$ cat config.mk
export PLATFORM = sky130hd
export DESIGN_NAME = debug_dump_ctrl
export DESIGN_NICKNAME = d
export VERILOG_FILES = /design/src/rtl/debug_dump_ctrl.sv
export SDC_FILE = /design/constraint.sdc
export NUM_CORES = 1
export LEC_CHECK = 0
export BUFFER_PORTS_ARGS = -buffer_cell sky130_fd_sc_hd__buf_2
export CAP_MARGIN = 20
export CORE_UTILIZATION = 30
export CTS_CLUSTER_DIAMETER = 80
export DETAILED_ROUTE_END_ITERATION = 8
export GPL_ROUTABILITY_DRIVEN = 0
export MAX_ROUTING_LAYER = met4
export REMOVE_ABC_BUFFERS = 1
export SYNTH_ARGS = -nofsm -noshare
export SYNTH_HDL_FRONTEND = slang
export SYNTH_SLANG_ARGS = --single-unit
$ cat constraint.sdc
create_clock -name clk -period 2.9 [get_ports clk]
set_input_delay 0.58 -clock clk [delete_from_list [all_inputs] [get_ports clk]]
set_output_delay 0.58 -clock clk [all_outputs]
set_load 0.01 [all_outputs]
$ cat src/rtl/debug_dump_ctrl.sv
// Host-side debug port controller: single-step pulses and a register dump streamed as bytes.
// Define DUMP_HEADER_EN to prefix every word with a {1'b1, addr[6:0]} header byte.
module debug_dump_ctrl #(
  parameter int unsigned ADDR_W   = 7,
  parameter int unsigned NUM_REGS = 64,
  parameter int unsigned READ_LAT = 1
) (
  input  logic              clk,
  input  logic              rst,
  input  logic              step_req,
  input  logic              dump_req,
  output logic              debug_en,
  output logic              debug_step,
  output logic [ADDR_W-1:0] debug_addr,
  input  logic [31:0]       debug_data,
  output logic [7:0]        tx_data,
  output logic              tx_valid,
  input  logic              tx_ready,
  output logic              busy,
  output logic              done
);

`ifdef DUMP_HEADER_EN
  localparam int unsigned NUM_BYTES = 5;
`else
  localparam int unsigned NUM_BYTES = 4;
`endif

  localparam logic [ADDR_W-1:0] LAST_ADDR = ADDR_W'(NUM_REGS - 1);
  localparam logic [2:0]        LAT       = 3'(READ_LAT);
  localparam logic [2:0]        LAST_BYTE = 3'(NUM_BYTES - 1);

  typedef enum logic [2:0] {
    S_IDLE, S_STEP, S_SETADDR, S_WAIT, S_SEND, S_DONE
  } state_t;

  state_t      state;
  logic        step_q;
  logic [2:0]  wait_cnt;
  logic [2:0]  byte_idx;
  logic [31:0] word;

  logic [7:0]  first_byte_c;
  logic [31:0] first_word_c;

  // First byte presented at capture; word holds the remaining bytes, next one in [31:24]
  always_comb begin
    first_byte_c = debug_data[31:24];
    first_word_c = {debug_data[23:0], 8'h00};
`ifdef DUMP_HEADER_EN
    first_byte_c = {1'b1, 7'(debug_addr)};
    first_word_c = debug_data;
`endif
  end

  always_ff @(posedge clk) begin
    if (rst) begin
      state      <= S_IDLE;
      step_q     <= 1'b0;
      wait_cnt   <= '0;
      byte_idx   <= '0;
      word       <= '0;
      debug_en   <= 1'b0;
      debug_step <= 1'b0;
      debug_addr <= '0;
      tx_data    <= '0;
      tx_valid   <= 1'b0;
      busy       <= 1'b0;
      done       <= 1'b0;
    end else begin
      step_q <= step_req;
      case (state)
        S_IDLE: begin
          // A dump request takes priority; a simultaneous step edge is dropped
          if (dump_req) begin
            state      <= S_SETADDR;
            debug_addr <= '0;
            debug_en   <= 1'b1;
            busy       <= 1'b1;
          end else if (step_req && !step_q) begin
            state      <= S_STEP;
            debug_step <= 1'b1;
            busy       <= 1'b1;
          end
        end
        S_STEP: begin
          debug_step <= 1'b0;
          busy       <= 1'b0;
          state      <= S_IDLE;
        end
        S_SETADDR: begin
          wait_cnt <= LAT;
          byte_idx <= '0;
          if (READ_LAT == 0) begin
            tx_data  <= first_byte_c;
            word     <= first_word_c;
            tx_valid <= 1'b1;
            state    <= S_SEND;
          end else begin
            state <= S_WAIT;
          end
        end
        S_WAIT: begin
          if (wait_cnt == 3'd1) begin
            tx_data  <= first_byte_c;
            word     <= first_word_c;
            tx_valid <= 1'b1;
            state    <= S_SEND;
          end else begin
            wait_cnt <= wait_cnt - 3'd1;
          end
        end
        S_SEND: begin
          // tx_valid is always high here, so tx_ready alone marks the handshake
          if (tx_ready) begin
            if (byte_idx == LAST_BYTE) begin
              tx_valid <= 1'b0;
              if (debug_addr == LAST_ADDR) begin
                state      <= S_DONE;
                done       <= 1'b1;
                debug_en   <= 1'b0;
                debug_addr <= '0;
              end else begin
                debug_addr <= debug_addr + ADDR_W'(1);
                state      <= S_SETADDR;
              end
            end else begin
              tx_data  <= word[31:24];
              word     <= {word[23:0], 8'h00};
              byte_idx <= byte_idx + 3'd1;
            end
          end
        end
        S_DONE: begin
          done  <= 1'b0;
          busy  <= 1'b0;
          state <= S_IDLE;
        end
        default: state <= S_IDLE;
      endcase
    end
  end

endmodule

==> flow_summary.toml, run 1 <==
[layout]
diodes = 0
drive_gt1_frac = 0.225
nFillCells = 854
fin_cells = 444
nets = 383
area_delta_synth_final_pct = 17.5
multi_input_area_um2 = 1260
register_area_um2 = 1080
final_core_util = 0.371

[global_routing]
grt.overflow.total = 0
grt_usage = 0.136
grt_pass1_wl_um = 9180
antenna_found_initial = 0
grt_pass1_vias = 1914
grt_max_degree = 35

[timing]
finalWorstSetupSlack_ns = 0.812
tns_ns = 0
setup_viol_count_final = 0
worst_slew_pin_slew_ns = 0.781
layout_min_cycle_time_ns = 2.09
slew_headroom = 0.479
finClkSkew_ns = 0.0106
fin_crit_sh = 0.720
final_max_slew_viol_count = 0
final-hold-violation-count = 0
rsz0062_at_grt = "false"
whs_ns = 0.471
fmax_ghz = 0.479

[synthesis]
synth-edff-count = 0
synthTopCellsByCount = "57 x nand2_1, 54 x dfxtp_1, 45 x nor2_1, 23 x a311oi_1, 12 x clkbuf_1"
syn_area_per_cell_um2 = 8.43
ys_seq_elements = 54
synth_seq_area_share = 0.436
ys_warn_count = 0
yosysUniqueCellTypes = 46
synthFlopType = "dfxtp_1"
synth.most_common_cell = "nand2_1"
synth_top_area_frac = 0.436
synth_area_um2 = 2480
syn_inst = 294
yosys-top-cells-area = "dfxtp_1 44%, nand2_1 8.6%, a311oi_1 8.1%, nor2_1 6.8%, a22oi_1 3.0%"
yosysTopAreaCell = "dfxtp_1"
async_reset_ff_frac = 0

[status]
status = "finished, final reports clean"

[worst_setup_path]
cp.required_ns = 3.11
criticalPathCategory = "flop to flop"
crit_arrival_ns = 2.30
worstPathMaxFanout = 34
crit_path_end_kind = "flop"
r2r_setup_slack_ns = 0.81
worstSetupStartpointType = "flop"

[detailed_routing]
viasPerCell = 4.92
firstDrtPassIters = 4
vias = 2186
drt_iter0_drc = 104
ant_nets = 0
drcViolationCount = 0
wl_um = 5570
post_drt_wl_per_cell_um = 12.5

[pwr]
p_leak_nw = 1.12
p_sw_frac = 0.292
intPower_mw = 1.06
power.density_nw_per_um2 = 513
switching_power_mw = 0.436
clkPwrFrac = 0.304
seq_power_share = 0.544
p_comb_frac = 0.152
ir_drop_uv = 230

[clock_tree]
post_cts_buffers = 0
cts_made_buffers = 5
clock-sinks = 54
cts_tree = "done"
cts_max_path_buffers = 2
htree_levels = 2
hold_buffers = 0
clk-insertion-delay-late_ns = 0.31
cts-resized-gates = 0
path_clk_slew_ns = 0.10
cts_root_buf = "clkbuf_8"

[die]
die_area_um2 = 8630
fp-row-count = 32
fp.dieH_um = 92.9
start_util = 0.316
die_w_um = 92.9
core_region_area_um2 = 7850
num_io_pins = 57

[placement]
dp_cells = 436
post-place-ws_ns = 0.811
port_buffers = 56
dp_hpwl_um = 3940

[min_path]
hp-class = "flop to flop"

[job]
cap_violations = 0
==> stage by stage <==
| step | area [um^2] | power (mW) |
|---|---|---|
| after floorplan | 2360 | 0.962 |
| after global placement | 2810 | 1.05 |
| after detailed placement | 2810 | 1.06 |
| after CTS | 2910 | 1.52 |
| after global routing | 2910 | 1.58 |
| final | 2910 | 1.49 |
==> layer usage <==
metal,vias to the layer above,share of wire,wire (um),global-route usage
li1,1137,-,-,-
met1,1005,0.49,2740,0.182
met2,39,0.46,2560,0.208
met3,5,0.043,242,0.0353
met4,0,0.0061,34,0.0269
met5,-,0,0,-
==> registers in the layout, indices dropped and copies added, names as in the netlist <==
name,flops
busy,1
byte_idx,3
debug_addr,7
debug_en,1
debug_step,1
done,1
state,3
step_q,1
tx_data,8
tx_valid,1
wait_cnt,3
word,24
==> cells by family after synthesis <==
| logic type | after synthesis | synth area share |
|---|---|---|
| AOI/OAI and AO/OA | 65 | 0.210 |
| xor gates and xnor gates | 2 | 0.00707 |
| muxes | 2 | 0.00909 |
| and+or+nand+nor | 140 | 0.256 |
| DFF | 54 | 0.436 |
| buffers and inverters | 26 | 0.0566 |
| adders and majority gates | 5 | 0.0253 |
==> worst max-delay path: stages (launching register included) <==
cell and delay (ns):
dfxtp_1 0.54, or3b_1 0.45, o22ai_4 0.42, buf_12 0.24
nor2_1 0.05, a311oi_1 0.28
==> power groups by stage <==
stage / clock (mW) / sequential [mW] / combinational (mW)
floorplan: 0 / 0.828 / 0.134
global placement: 0 / 0.828 / 0.226
detailed placement: 0 / 0.829 / 0.230
CTS: 0.476 / 0.812 / 0.231
global route: 0.504 / 0.820 / 0.259
finish: 0.453 / 0.812 / 0.227
==> final cells by class <==
| type | instances | area share |
|---|---|---|
| multi-input cells | 214 | 0.431 |
| flip-flops and latches | 54 | 0.371 |
| repair buffers | 61 | 0.113 |
| well taps | 102 | 0.0438 |
| clock buffers | 5 | 0.0236 |
| clock inverters | 3 | 0.00988 |
| inverters | 5 | 0.00645 |
==> final timing paths <==
| check | start | endpoint | cells after the start |
|---|---|---|---|
| max | state[2] | word[27] | 5 |
| min | busy | busy | 1 |
| max reg2reg | state[2] | word[27] | 5 |
| min reg2reg | busy | busy | 1 |
==> layout by cell type (no fill, tap or decap), types with 2 or more instances in the layout <==
master    count
a22oi_1      10
nor2b_1       8
mux2_2        2
dfxtp_1      54
inv_1         5
o21ai_0       4
a211oi_1      3
nand2b_1      3
nand2_1      57
ha_1          5
o21a_1        3
nor3_1        6
nor2_1       45
a311oi_1     23
o31a_1        2
a21oi_1       9
clkbuf_8      5
nand3b_1      2
nand3_1       7
buf_4         4
xor2_1        2
buf_2        56
(Power assumes the default switching activity.)
==> run 2: changes to the inputs <==
==> constraint.sdc (replaced) <==
create_clock -name clk -period 2.1 [get_ports clk]
set_input_delay 0.42 -clock clk [delete_from_list [all_inputs] [get_ports clk]]
set_output_delay 0.42 -clock clk [all_outputs]
set_load 0.01 [all_outputs]
==> flow_summary.toml, run 2 (synthesis gave the netlist of run 1 again) <==
[layout]
final_common_cell = "nand2_1"
final_core_util = 0.377
regMostFlops = "word"
fin_area_um2 = 2960
layout_common_cells = "57 x nand2_1, 56 x buf_2, 54 x dfxtp_1"
area_delta_synth_final_pct = 19.3
drive_gt1_frac = 0.239
largest_reg_flops = 24
nets = 389
diodes = 0
reg_top3 = "word x24, tx_data x8, debug_addr x7"

[timing]
rsz0062_at_grt = "false"
final_max_slew_viol_count = 0
finClkSkew_ns = 0.00680
layout_min_cycle_time_ns = 1.83
finalWorstSetupSlack_ns = 0.274
fin_crit_sh = 0.869
whs_ns = 0.321
fmax_ghz = 0.548
setup_viol_count_final = 0
slew_headroom = 0.527
final-hold-violation-count = 0
worst_slew_pin_slew_ns = 0.710

[worst_setup_path]
rr_startpoint = "byte_idx[0]"
slowest_stage = "dfxtp_1"
worstPathMaxFanout = 48
cp-startpoint = "byte_idx[0]"
r2r-end = "word[28]"
worstSetupStartpointType = "flop"
r2r_setup_slack_ns = 0.27
crit_path_end_kind = "flop"
path_common_cell = "ha_1"
cpPeakStageDelay_ns = 0.34
crit_arrival_ns = 2.05
ff2ff_path_depth = 7
path_cells = "ha_1 > ha_1 > nand2b_1 > o22ai_4 > buf_12 > nor2_1 > a311oi_1"
cp.required_ns = 2.32
criticalPathCategory = "flop to flop"
timing.critical_path.to = "word[28]"

[clock_tree]
cts_tree = "done"
clock-sinks = 54
cts_root_buf = "clkbuf_8"
htree_levels = 2
hold_buffers = 0
clk-insertion-delay-late_ns = 0.31
path_clk_slew_ns = 0.11
post_cts_buffers = 0
cts-resized-gates = 0
cts_made_buffers = 5
cts_max_path_buffers = 2

[pwr]
switching_power_mw = 0.616
clkPwrFrac = 0.302
p_comb_frac = 0.167
ir_drop_uv = 288
power.density_nw_per_um2 = 707
intPower_mw = 1.47
seq_power_share = 0.531
p_sw_frac = 0.295
p_leak_nw = 1.15

[die]
fp-row-count = 32
start_util = 0.316
fp.dieH_um = 92.9
num_io_pins = 57
die_w_um = 92.9
core_region_area_um2 = 7850
die_area_um2 = 8630

[status]
status = "finished, final reports clean"

[global_routing]
grt_pass1_vias = 2059
grt_pass1_wl_um = 9630
grt_max_degree = 49
grt_usage = 0.142
antenna_found_initial = 0
grt.overflow.total = 0

[detailed_routing]
ant_nets = 0
viasPerCell = 4.93
post_drt_wl_per_cell_um = 12.8
firstDrtPassIters = 4
drcViolationCount = 0
vias = 2218
wl_um = 5750
drt_iter0_drc = 74

[placement]
post-place-ws_ns = 0.278
dp_hpwl_um = 3970
port_buffers = 56
post_dp_cell_area_um2 = 2860

[min_path]
hp-class = "input pin to flop"
holdPathStages = 2
hold_start = "step_req"

[job]
cap_violations = 0
run 2: how the worst min path moves through the flow:
stage | slack, ns | to
2_1_floorplan | 0.45 | byte_idx[1]
3_3_place_gp | 0.45 | busy
3_5_place_dp | 0.46 | busy
4_1_cts | 0.32 | step_q
5_1_grt | 0.32 | step_q
6_report | 0.32 | step_q
run 2: final cells by class:
cell class	instances	area (um^2)
Fill cell	850	4890
Multi-Input combinational cell	214	1260
Sequential cell	54	1080
Timing Repair Buffer	67	375
Tap cell	102	128
Clock buffer	5	68.8
Clock inverter	3	28.8
Inverter	5	18.8
run 2: layer usage:
metal / up-vias / GRT usage / part of all wire / wire length, um
met3: 4 / 0.0279 / 0.039 / 226
met4: 0 / 0.0308 / 0.0047 / 27
li1: 1151 / - / - / -
met1: 1022 / 0.184 / 0.48 / 2780
met5: - / - / 0 / 0
met2: 41 / 0.229 / 0.47 / 2720
run 2: per-stage QoR:
step,power (mW),TNS [ns],instances
global placement,1.47,0,442
global route,2.20,0,450
detailed placement,1.48,0,442
floorplan,1.33,-4.60,273
CTS,2.12,0,450
finish,2.09,0,450
run 2: power by group through the flow:
| stage | Sequential, mW | Combinational, mW | Clock, mW |
|---|---|---|---|
| floorplan | 1.14 | 0.185 | 0 |
| global placement | 1.13 | 0.345 | 0 |
| detailed placement | 1.13 | 0.350 | 0 |
| CTS | 1.11 | 0.353 | 0.656 |
| global route | 1.12 | 0.396 | 0.690 |
| finish | 1.11 | 0.349 | 0.632 |
run 2: worst max-delay path: cells and delay by family (launching register included):
family                     cells  cell delay [ns]
adders and majority gates      2             0.45
AOI/OAI and AO/OA              2             0.42
DFF                            1             0.34
and+or+nand+nor                2             0.28
buffers and inverters          1             0.24
==> run 3: changes to the inputs <==
--- a/config.mk
+++ b/config.mk
@@ -5,13 +5,14 @@
 export SDC_FILE = /design/constraint.sdc
 export NUM_CORES = 1
 export LEC_CHECK = 0
-export BUFFER_PORTS_ARGS = -buffer_cell sky130_fd_sc_hd__buf_2
 export CAP_MARGIN = 20
 export CORE_UTILIZATION = 30
 export CTS_CLUSTER_DIAMETER = 80
 export DETAILED_ROUTE_END_ITERATION = 8
+export DONT_BUFFER_PORTS = 1
 export GPL_ROUTABILITY_DRIVEN = 0
 export MAX_ROUTING_LAYER = met4
+export PLACE_DENSITY = 0.44
 export REMOVE_ABC_BUFFERS = 1
 export SYNTH_ARGS = -nofsm -noshare
 export SYNTH_HDL_FRONTEND = slang
==> constraint.sdc (replaced) <==
create_clock -name clk -period 1.54 [get_ports clk]
set_input_delay 0.308 -clock clk [delete_from_list [all_inputs] [get_ports clk]]
set_output_delay 0.308 -clock clk [all_outputs]
set_load 0.01 [all_outputs]
==> flow_summary.toml, run 3 (synthesis gave the netlist of run 1 again) <==
[placement]
dp_hpwl_um = 4220
post-place-ws_ns = -0.186
port_buffers = 0

[die]
num_io_pins = 57
core_region_area_um2 = 7850
die_area_um2 = 8630
fp-row-count = 32
die_w_um = 92.9
fp.dieH_um = 92.9
start_util = 0.316

[layout]
diodes = 0
nets = 377
largest_reg_flops = 24
regMostFlops = "word"
layout_common_cells = "56 x nand2_1, 47 x dfxtp_1, 42 x nor2_1"
final_common_cell = "nand2_1"
area_delta_synth_final_pct = 36.6
final_core_util = 0.431
drive_gt1_frac = 0.330
reg_top3 = "word x24, tx_data x8, debug_addr x7"

[global_routing]
grt_pass1_wl_um = 11100
grt_max_degree = 55
grt_usage = 0.169
antenna_found_initial = 0
grt.overflow.total = 0
grt_pass1_vias = 2178

[timing]
layout_min_cycle_time_ns = 1.65
rsz0062_at_grt = "true"
fin_crit_sh = 1.07
final_max_slew_viol_count = 0
final-hold-violation-count = 0
slew_headroom = 0.779
finalWorstSetupSlack_ns = -0.113
fmax_ghz = 0.605
finClkSkew_ns = 0.0105
worst_slew_pin_slew_ns = 0.331
tns_ns = -1.25
setup_viol_count_final = 27
whs_ns = 0.0608

[clock_tree]
cts_made_buffers = 5
path_clk_slew_ns = 0.10
clk-insertion-delay-late_ns = 0.31
htree_levels = 2
cts_root_buf = "clkbuf_8"
clock-sinks = 54
cts_max_path_buffers = 2
cts_tree = "done"

[detailed_routing]
drt_iter0_drc = 81
post_drt_wl_per_cell_um = 15.6
drcViolationCount = 0
firstDrtPassIters = 4
vias = 2229
wl_um = 6830
viasPerCell = 5.09
ant_nets = 0

[worst_setup_path]
crit_arrival_ns = 1.88
r2r-end = "tx_data[5]"
cp-startpoint = "byte_idx[0]"
worstPathMaxFanout = 6
criticalPathCategory = "flop to flop"
worstSetupStartpointType = "flop"
cp.required_ns = 1.77
crit_path_end_kind = "flop"
ff2ff_path_depth = 8
r2r_setup_slack_ns = -0.11
rr_startpoint = "byte_idx[0]"

[pwr]
power.density_nw_per_um2 = 928
ir_drop_uv = 411
p_leak_nw = 1.21

[min_path]
hp-class = "input pin to flop"
hold_path_end = "tx_data[5]"
hold_start = "rst"
holdPathStages = 1

[job]
cap_violations = 0

[status]
status = "finished, violations left"
violations = "negative setup slack"
-- run 3: cell count changes in the layout (fill, tap and decap cells not counted), sizes merged --
cell | before | now
clkinv | 1 | 0
bufbuf | 0 | 1
clkbuf | 5 | 6
inv | 7 | 6
bufinv | 0 | 1
buf | 67 | 54
-- run 3: final cells by class --
cell class / count / area (um^2)
Clock inverter: 2 / 38.8
Clock buffer: 6 / 82.6
Inverter: 5 / 18.8
Fill cell: 825 / 4460
Timing Repair Buffer: 55 / 579
Tap cell: 102 / 128
Multi-Input combinational cell: 214 / 1450
Sequential cell: 54 / 1090
-- run 3: critical path: stages, from the launching register on --
cell      delay, ns
dfxtp_2        0.35
ha_4           0.16
ha_4           0.15
nand2b_4       0.15
o22ai_4        0.23
buf_12         0.16
buf_12         0.11
nor2_2         0.03
a311oi_1       0.23
-- run 3: repair_timing --
action / in CTS / in global routing
setup buffers: 8 / 4
resized for setup: 30 / 31
endpoints found under the setup margin: 48 / 47
pin swaps: 17 / 12
gates cloned: 2 / 0
hold buffers: 0 / 0
-- run 3: metal layers --
metal	vias to the layer above	global-route usage	wire (um)
met5	-	-	0
met4	0	0.0423	73
met3	6	0.0353	175
met2	29	0.262	3220
met1	1070	0.223	3360
li1	1124	-	-
-- run 3: where the power goes --
| part | internal [mW] | leakage, nW | switching, mW |
|---|---|---|---|
| sequential | 1.46 | 0.440 | 0.0503 |
| clock | 0.536 | 0.0618 | 0.495 |
| combinational | 0.309 | 0.712 | 0.285 |
-- run 3: worst max-delay path by stage --
stage	to	slack, ns	depth (start not counted)
finish	tx_data[5]	-0.11	8
global route	word[31]	-0.20	8
CTS	word[29]	-0.09	8
detailed placement	tx_data[1]	-0.19	7
global placement	word[30]	-0.11	7
floorplan	word[30]	-0.78	4
-- run 3: through the flow --
| step | cell area, um^2 | power, mW | std cells |
|---|---|---|---|
| floorplan | 2360 | 1.81 | 273 |
| global placement | 2840 | 2.02 | 416 |
| detailed placement | 2840 | 2.02 | 416 |
| CTS | 3230 | 3.12 | 434 |
| global route | 3380 | 3.32 | 438 |
| finish | 3380 | 3.14 | 438 |
